--- config.mk ---
export PLATFORM = sky130hd
export DESIGN_NAME = sawtooth_phase_gen
export DESIGN_NICKNAME = d
export VERILOG_FILES = /design/src/rtl/sound_pkg.sv /design/src/rtl/sample_tick_div.sv /design/src/rtl/sawtooth_phase_gen.sv
export SDC_FILE = /design/constraint.sdc
export NUM_CORES = 1
export LEC_CHECK = 0
export CORE_AREA = 4 4 105 107
export CTS_CLUSTER_DIAMETER = 40
export DETAILED_ROUTE_END_ITERATION = 8
export DIE_AREA = 0 0 109 111
export PLACE_DENSITY = 0.73
export SYNTH_ARGS = -nofsm -noshare
export SYNTH_HDL_FRONTEND = slang
export SYNTH_SLANG_ARGS = --single-unit
export TNS_END_PERCENT = 100
--- constraint.sdc ---
create_clock -name clk -period 3.4 [get_ports clk]
set_clock_uncertainty 0.05 [all_clocks]
set_input_delay 0.68 -clock clk [delete_from_list [all_inputs] [get_ports clk]]
set_output_delay 0.68 -clock clk [all_outputs]
set_load 0.005 [all_outputs]
--- src/rtl/sound_pkg.sv ---
// sound_pkg
// Shared definitions for the sawtooth voice path.
//   phase_state_t : phase generator FSM states (IDLE / RUN / STOP)
//   INDEX_W       : width of the sawtooth table index, shared with the table
//   IDLE_INDEX    : table index parked on while the voice is silent (mid-scale)
package sound_pkg;

  localparam int INDEX_W = 4;

  localparam logic [INDEX_W-1:0] IDLE_INDEX = 4'd8;

  typedef enum logic [1:0] {
    IDLE = 2'd0,
    RUN  = 2'd1,
    STOP = 2'd2
  } phase_state_t;

endpackage

--- src/rtl/sample_tick_div.sv ---
// sample_tick_div
// Free-running sample-rate divider. Counts 0..CLK_DIV-1 and wraps; tick is
// high during the cycle in which the count sits at CLK_DIV-1.
// Ports:
//   clk   : system clock
//   reset : synchronous, active-high; returns the count to 0
//   tick  : one-cycle strobe, once every CLK_DIV cycles
// Parameters:
//   CLK_DIV : clk cycles per sample period (must be >= 2)
module sample_tick_div #(
  parameter int CLK_DIV = 2083
) (
  input  logic clk,
  input  logic reset,
  output logic tick
);

  localparam int CNT_W = (CLK_DIV > 2) ? $clog2(CLK_DIV) : 1;
  localparam logic [CNT_W-1:0] LAST = CNT_W'(CLK_DIV - 1);

  logic [CNT_W-1:0] count;

  // The counter wraps straight from LAST to zero so the period is exactly
  // CLK_DIV cycles even when CLK_DIV is not a power of two.
  always_ff @(posedge clk) begin
    if (reset) begin
      count <= '0;
    end else if (count == LAST) begin
      count <= '0;
    end else begin
      count <= count + 1'b1;
    end
  end

  assign tick = (count == LAST);

endmodule

--- src/rtl/sawtooth_phase_gen.sv ---
// sawtooth_phase_gen
// Phase accumulator feeding the sawtooth look-up table. Each sample period the
// phase advances by the current tuning word; the top INDEX_W bits form the
// table index. New tuning words arrive over a valid/ready port and are held in
// a one-entry pending register until the next sample tick. A zero word is a
// stop request: the ramp runs on until it next crosses mid-scale, then parks
// there so note-off is click-free.
// Ports:
//   clk         : system clock
//   reset       : synchronous, active-high
//   note_valid  : tuning word offered
//   note_ready  : pending register empty (and not in reset)
//   note_tune   : phase increment per sample, 0 = stop request
//   index       : registered table index (phase MSBs)
//   sample_tick : one-cycle pulse in the cycle index is new
//   active      : high while the FSM is not IDLE
//   hard_sync   : only with PHASE_HARD_SYNC_EN; zeroes the phase on a tick
// Parameters:
//   PHASE_W : accumulator width (must be >= 5)
//   CLK_DIV : clk cycles per sample period (must be >= 2)
// Build option:
//   PHASE_HARD_SYNC_EN : adds the hard_sync input
module sawtooth_phase_gen
  import sound_pkg::*;
#(
  parameter int PHASE_W = 24,
  parameter int CLK_DIV = 2083
) (
  input  logic               clk,
  input  logic               reset,
  input  logic               note_valid,
  output logic               note_ready,
  input  logic [PHASE_W-1:0] note_tune,
  output logic [INDEX_W-1:0] index,
  output logic               sample_tick,
  output logic               active
`ifdef PHASE_HARD_SYNC_EN
  ,
  input  logic               hard_sync
`endif
);

  localparam logic [PHASE_W-1:0] MID = PHASE_W'(1) << (PHASE_W - 1);

  logic               tick;
  logic               sync;
  logic [PHASE_W-1:0] pending;
  logic               pending_valid;
  logic [PHASE_W-1:0] tune;
  logic [PHASE_W-1:0] tune_next;
  logic [PHASE_W-1:0] phase;
  logic [PHASE_W-1:0] phase_next;
  logic [PHASE_W-1:0] stepped;
  logic               pend_load;
  logic               pend_stop;
  phase_state_t       state;
  phase_state_t       state_next;

  sample_tick_div #(
    .CLK_DIV(CLK_DIV)
  ) u_div (
    .clk  (clk),
    .reset(reset),
    .tick (tick)
  );

`ifdef PHASE_HARD_SYNC_EN
  assign sync = hard_sync;
`else
  assign sync = 1'b0;
`endif

  assign note_ready = !pending_valid && !reset;
  assign active     = (state != IDLE);

  // Next-state logic. Everything is frozen between ticks; on a tick the
  // pending word (if any) is applied. In STOP a new nonzero word takes
  // priority over the mid-scale crossing, and a hard sync suppresses the
  // crossing so the ramp restarts from zero instead of parking.
  always_comb begin
    state_next = state;
    tune_next  = tune;
    phase_next = phase;
    pend_load  = pending_valid && (pending != '0);
    pend_stop  = pending_valid && (pending == '0);
    stepped    = sync ? '0 : (phase + tune);
    if (tick) begin
      case (state)
        IDLE: begin
          phase_next = MID;
          if (pend_load) begin
            tune_next  = pending;
            state_next = RUN;
          end
        end
        RUN: begin
          phase_next = stepped;
          if (pend_load) begin
            tune_next = pending;
          end else if (pend_stop) begin
            state_next = STOP;
          end
        end
        STOP: begin
          phase_next = stepped;
          if (pend_load) begin
            tune_next  = pending;
            state_next = RUN;
          end else if (!sync && !phase[PHASE_W-1] && stepped[PHASE_W-1]) begin
            phase_next = MID;
            state_next = IDLE;
          end
        end
        default: begin
          phase_next = MID;
          state_next = IDLE;
        end
      endcase
    end
  end

  // State, accumulator and output registers. The pending slot is freed on
  // every tick it was full; a transfer can only happen while it is empty, so
  // the two branches never compete.
  always_ff @(posedge clk) begin
    if (reset) begin
      state         <= IDLE;
      tune          <= '0;
      phase         <= MID;
      pending       <= '0;
      pending_valid <= 1'b0;
      index         <= IDLE_INDEX;
      sample_tick   <= 1'b0;
    end else begin
      state       <= state_next;
      tune        <= tune_next;
      phase       <= phase_next;
      index       <= phase_next[PHASE_W-1 -: INDEX_W];
      sample_tick <= tick;
      if (tick && pending_valid) begin
        pending_valid <= 1'b0;
      end else if (note_valid && note_ready) begin
        pending       <= note_tune;
        pending_valid <= 1'b1;
      end
    end
  end

endmodule

==> results of run 1 <==
## cells in the final DEF (no fill, tap or decap), types with 16 or more instances in the layout
cell and n:
xor2_1 16, o21ai_0 39, nor2_1 50, dfxtp_1 88, mux2i_1 26, clkdlybuf4s50_1 33
a22o_1 20, nand2b_1 26, ha_1 30, a21oi_1 20, nand2_1 39
## cells in the mapped netlist, types with 4 or more instances
library cell	number	share of area
a21o_1	9	0.015
a21oi_1	20	0.023
a22o_1	20	0.039
and3_1	6	0.0084
buf_4	6	0.010
clkbuf_1	16	0.014
dfxtp_1	88	0.40
ha_1	30	0.084
inv_1	10	0.0084
mux2i_1	26	0.059
nand2_1	39	0.033
nand2b_1	26	0.037
nand3_1	8	0.0090
nand4_1	4	0.0056
nor2_1	50	0.042
nor4_1	8	0.011
o21ai_0	39	0.044
o21bai_1	4	0.0068
xnor2_1	13	0.026
xor2_1	16	0.032
## kinds of logic (layout without fill, tap and decap cells)
logic type,Yosys count,after routing,share of synthesized area
AO/OA/AOI/OAI,118,118,0.182
adder cells (fa/ha/maj),31,31,0.0889
XOR/XNOR,29,29,0.0571
flip-flops,88,88,0.396
AND/OR/NAND/NOR,164,164,0.181
multiplexers,26,26,0.0585
buffers and inverters,35,64,0.0355
## state kept, by name, summed over array words and instances (netlist names)
signal and cells:
state 2, tune 24, sample_tick 1, phase 24, u_div.count 12, pending 24
pending_valid 1
## stage by stage
step	worst slack (ns)	total power, mW
floorplan	0.780	1.16
global placement	0.561	1.22
detailed placement	0.437	1.22
CTS	0.421	1.99
global route	0.223	2.05
finish	0.408	1.97
## worst min-delay path by stage
| stage | cells after the start | to | start |
|---|---|---|---|
| floorplan | 1 | u_div.count[0] | u_div.count[0] |
| CTS | 1 | phase[12] | phase[12] |
| detailed placement | 1 | phase[12] | phase[12] |
| finish | 1 | phase[3] | phase[3] |
| global placement | 1 | u_div.count[0] | u_div.count[0] |
| global route | 1 | phase[13] | phase[13] |
## layout make-up
type / count / share of cell area
clock buffer: 10 / 0.0251
clock inverter: 6 / 0.0165
inverter: 10 / 0.00739
multi-input combinational: 368 / 0.498
sequential: 88 / 0.347
tap: 136 / 0.0335
timing repair buffer: 38 / 0.0725
## power by group
group | internal [mW] | total [mW] | switching [mW] | leakage [nW]
sequential | 1.06 | 1.08 | 0.0246 | 0.714
clock | 0.411 | 0.768 | 0.357 | 0.110
combinational | 0.0591 | 0.117 | 0.0577 | 1.47
total | 1.53 | 1.97 | 0.439 | 2.29
## routing by layer
| metal | GRT usage | up-vias |
|---|---|---|
| met3 | 0.0274 | 19 |
| met5 | 0 | - |
| met1 | 0.196 | 1648 |
| met2 | 0.258 | 68 |
| li1 | - | 1791 |
| met4 | 0.0842 | 0 |
==> impl_metrics.ini, run 1 <==
[status]
status = finished, final reports clean

[pwr]
p_leak_nw = 2.29
vdd_drop_max_mv = 0.187
power_density_nw_per_um2 = 387

[sta]
clock.fmax_mhz = 334
finalCritPeriodShare = 0.880
hold_violations = 0
finalCriticalPeriod_ns = 2.99
max_slew_margin = 0.636
drv_slew = 0
finalSetupViolCount = 0
timing.setup.tns_ns = 0
worst_pin_slew_ns = 0.542
rsz0062_at_grt = false
timing.hold.ws_ns = 0.438

[grt]
grt_overflow = 0
grt_usage = 0.158
antenna_found_initial = 0
grt_pass1_wl_mm = 15.4
grt_pass1_vias = 3395
grt_start_max_net_pins = 48

[critical_path]
crit_start = tune[0]
r2r-start = tune[0]
crit_type = flip-flop to flip-flop
worst-path-buf-inv = 0
path_delay_family = compound AO/OA/AOI/OAI gates
path_max_fanout = 5
cp_cell_sequence = ha_1, fa_1, a21oi_1, o21ai_0, a21oi_1, o21bai_1, a41oi_2, o21ai_0, a211o_1, a32o_1
r2r_cells = 10
worstSetupEndpoint = phase[18]
rr_endpoint = phase[18]
crit_path_end_kind = flip-flop
path_depth = 10
worst_path_max_delay_cell = fa_1
worstPathArrival_ns = 3.20
rrSetupSlack_ns = 0.41
required_ns = 3.61
start_kind = flip-flop
cpPeakStageDelay_ns = 0.42

[layout]
fillers = 941
drive_gt1_frac = 0.0673
fin_area_um2 = 5080
ff_latch_area_um2 = 1760
area_delta_synth_final_pct = 14.2
multiInputGateArea_um2 = 2530
layout.nets = 573
n_antenna_cell = 0
post-route-util = 0.501
finalNonFillerCells = 656

[place]
post_dp_cell_area_um2 = 4860
place_congestion = 0.826
dp_cells = 640
io_buffers = 33
hpwlAfterDp_mm = 6.66

[floorplanning]
die-area_um2 = 12100
die-width_um = 109
initial_core_util = 0.439
die_h_um = 111
fp-row-count = 37
io_pins = 34
core_area_um2 = 10100

[worst_hold_path]
holdCritPathClass = flip-flop to flip-flop

[clock_network]
cts_buffers = 9
post_cts_buffers = 0
clock_sinks = 88
ctsResizeCount = 0
clk_latency_ns = 0.36
cts_tree = done
h-tree-depth = 3
clkSlewWorstSetupHoldPaths_ns = 0.08
hold_buffers = 0
cts_root_buffer = clkbuf_8
cts_buffer_depth = 2

[drt]
wl_met2_mm = 4.33
top_layer_used = met4
routed_wl_mm = 9.17
wl_per_cell_um = 14.0
ant_nets = 0
first_iter_violations = 183
route.met3.wl_um = 292
vias = 3526
dr.pass1.iters = 4
wl_met1_mm = 4.30
vias_per_cell = 5.38
drc = 0

[yosys]
seq_area_frac_synth = 0.396
synthesis.area_um2 = 4450
async_flop_share = 0
synth_seq_cells = 88
syn_inst = 491
synth-edff-count = 0
synthFlopType = dfxtp_1
avgSynthCellArea_um2 = 9.06
yosysWarnings = 0
yosysUniqueCellTypes = 55
syn_nets = 549

[job]
maxCapViolations = 0
No activity file was read; power rests on OpenSTA's default activity.
==> inputs of run 2 (changes only) <==
--- a/config.mk
+++ b/config.mk
@@ -7,6 +7,7 @@
 export LEC_CHECK = 0
 export CORE_AREA = 4 4 105 107
 export CTS_CLUSTER_DIAMETER = 40
+export CTS_CLUSTER_SIZE = 28
 export DETAILED_ROUTE_END_ITERATION = 8
 export DIE_AREA = 0 0 109 111
 export PLACE_DENSITY = 0.73
==> results of run 2 <==
The final DEF is identical to that of run 1; final timing and power are the same.
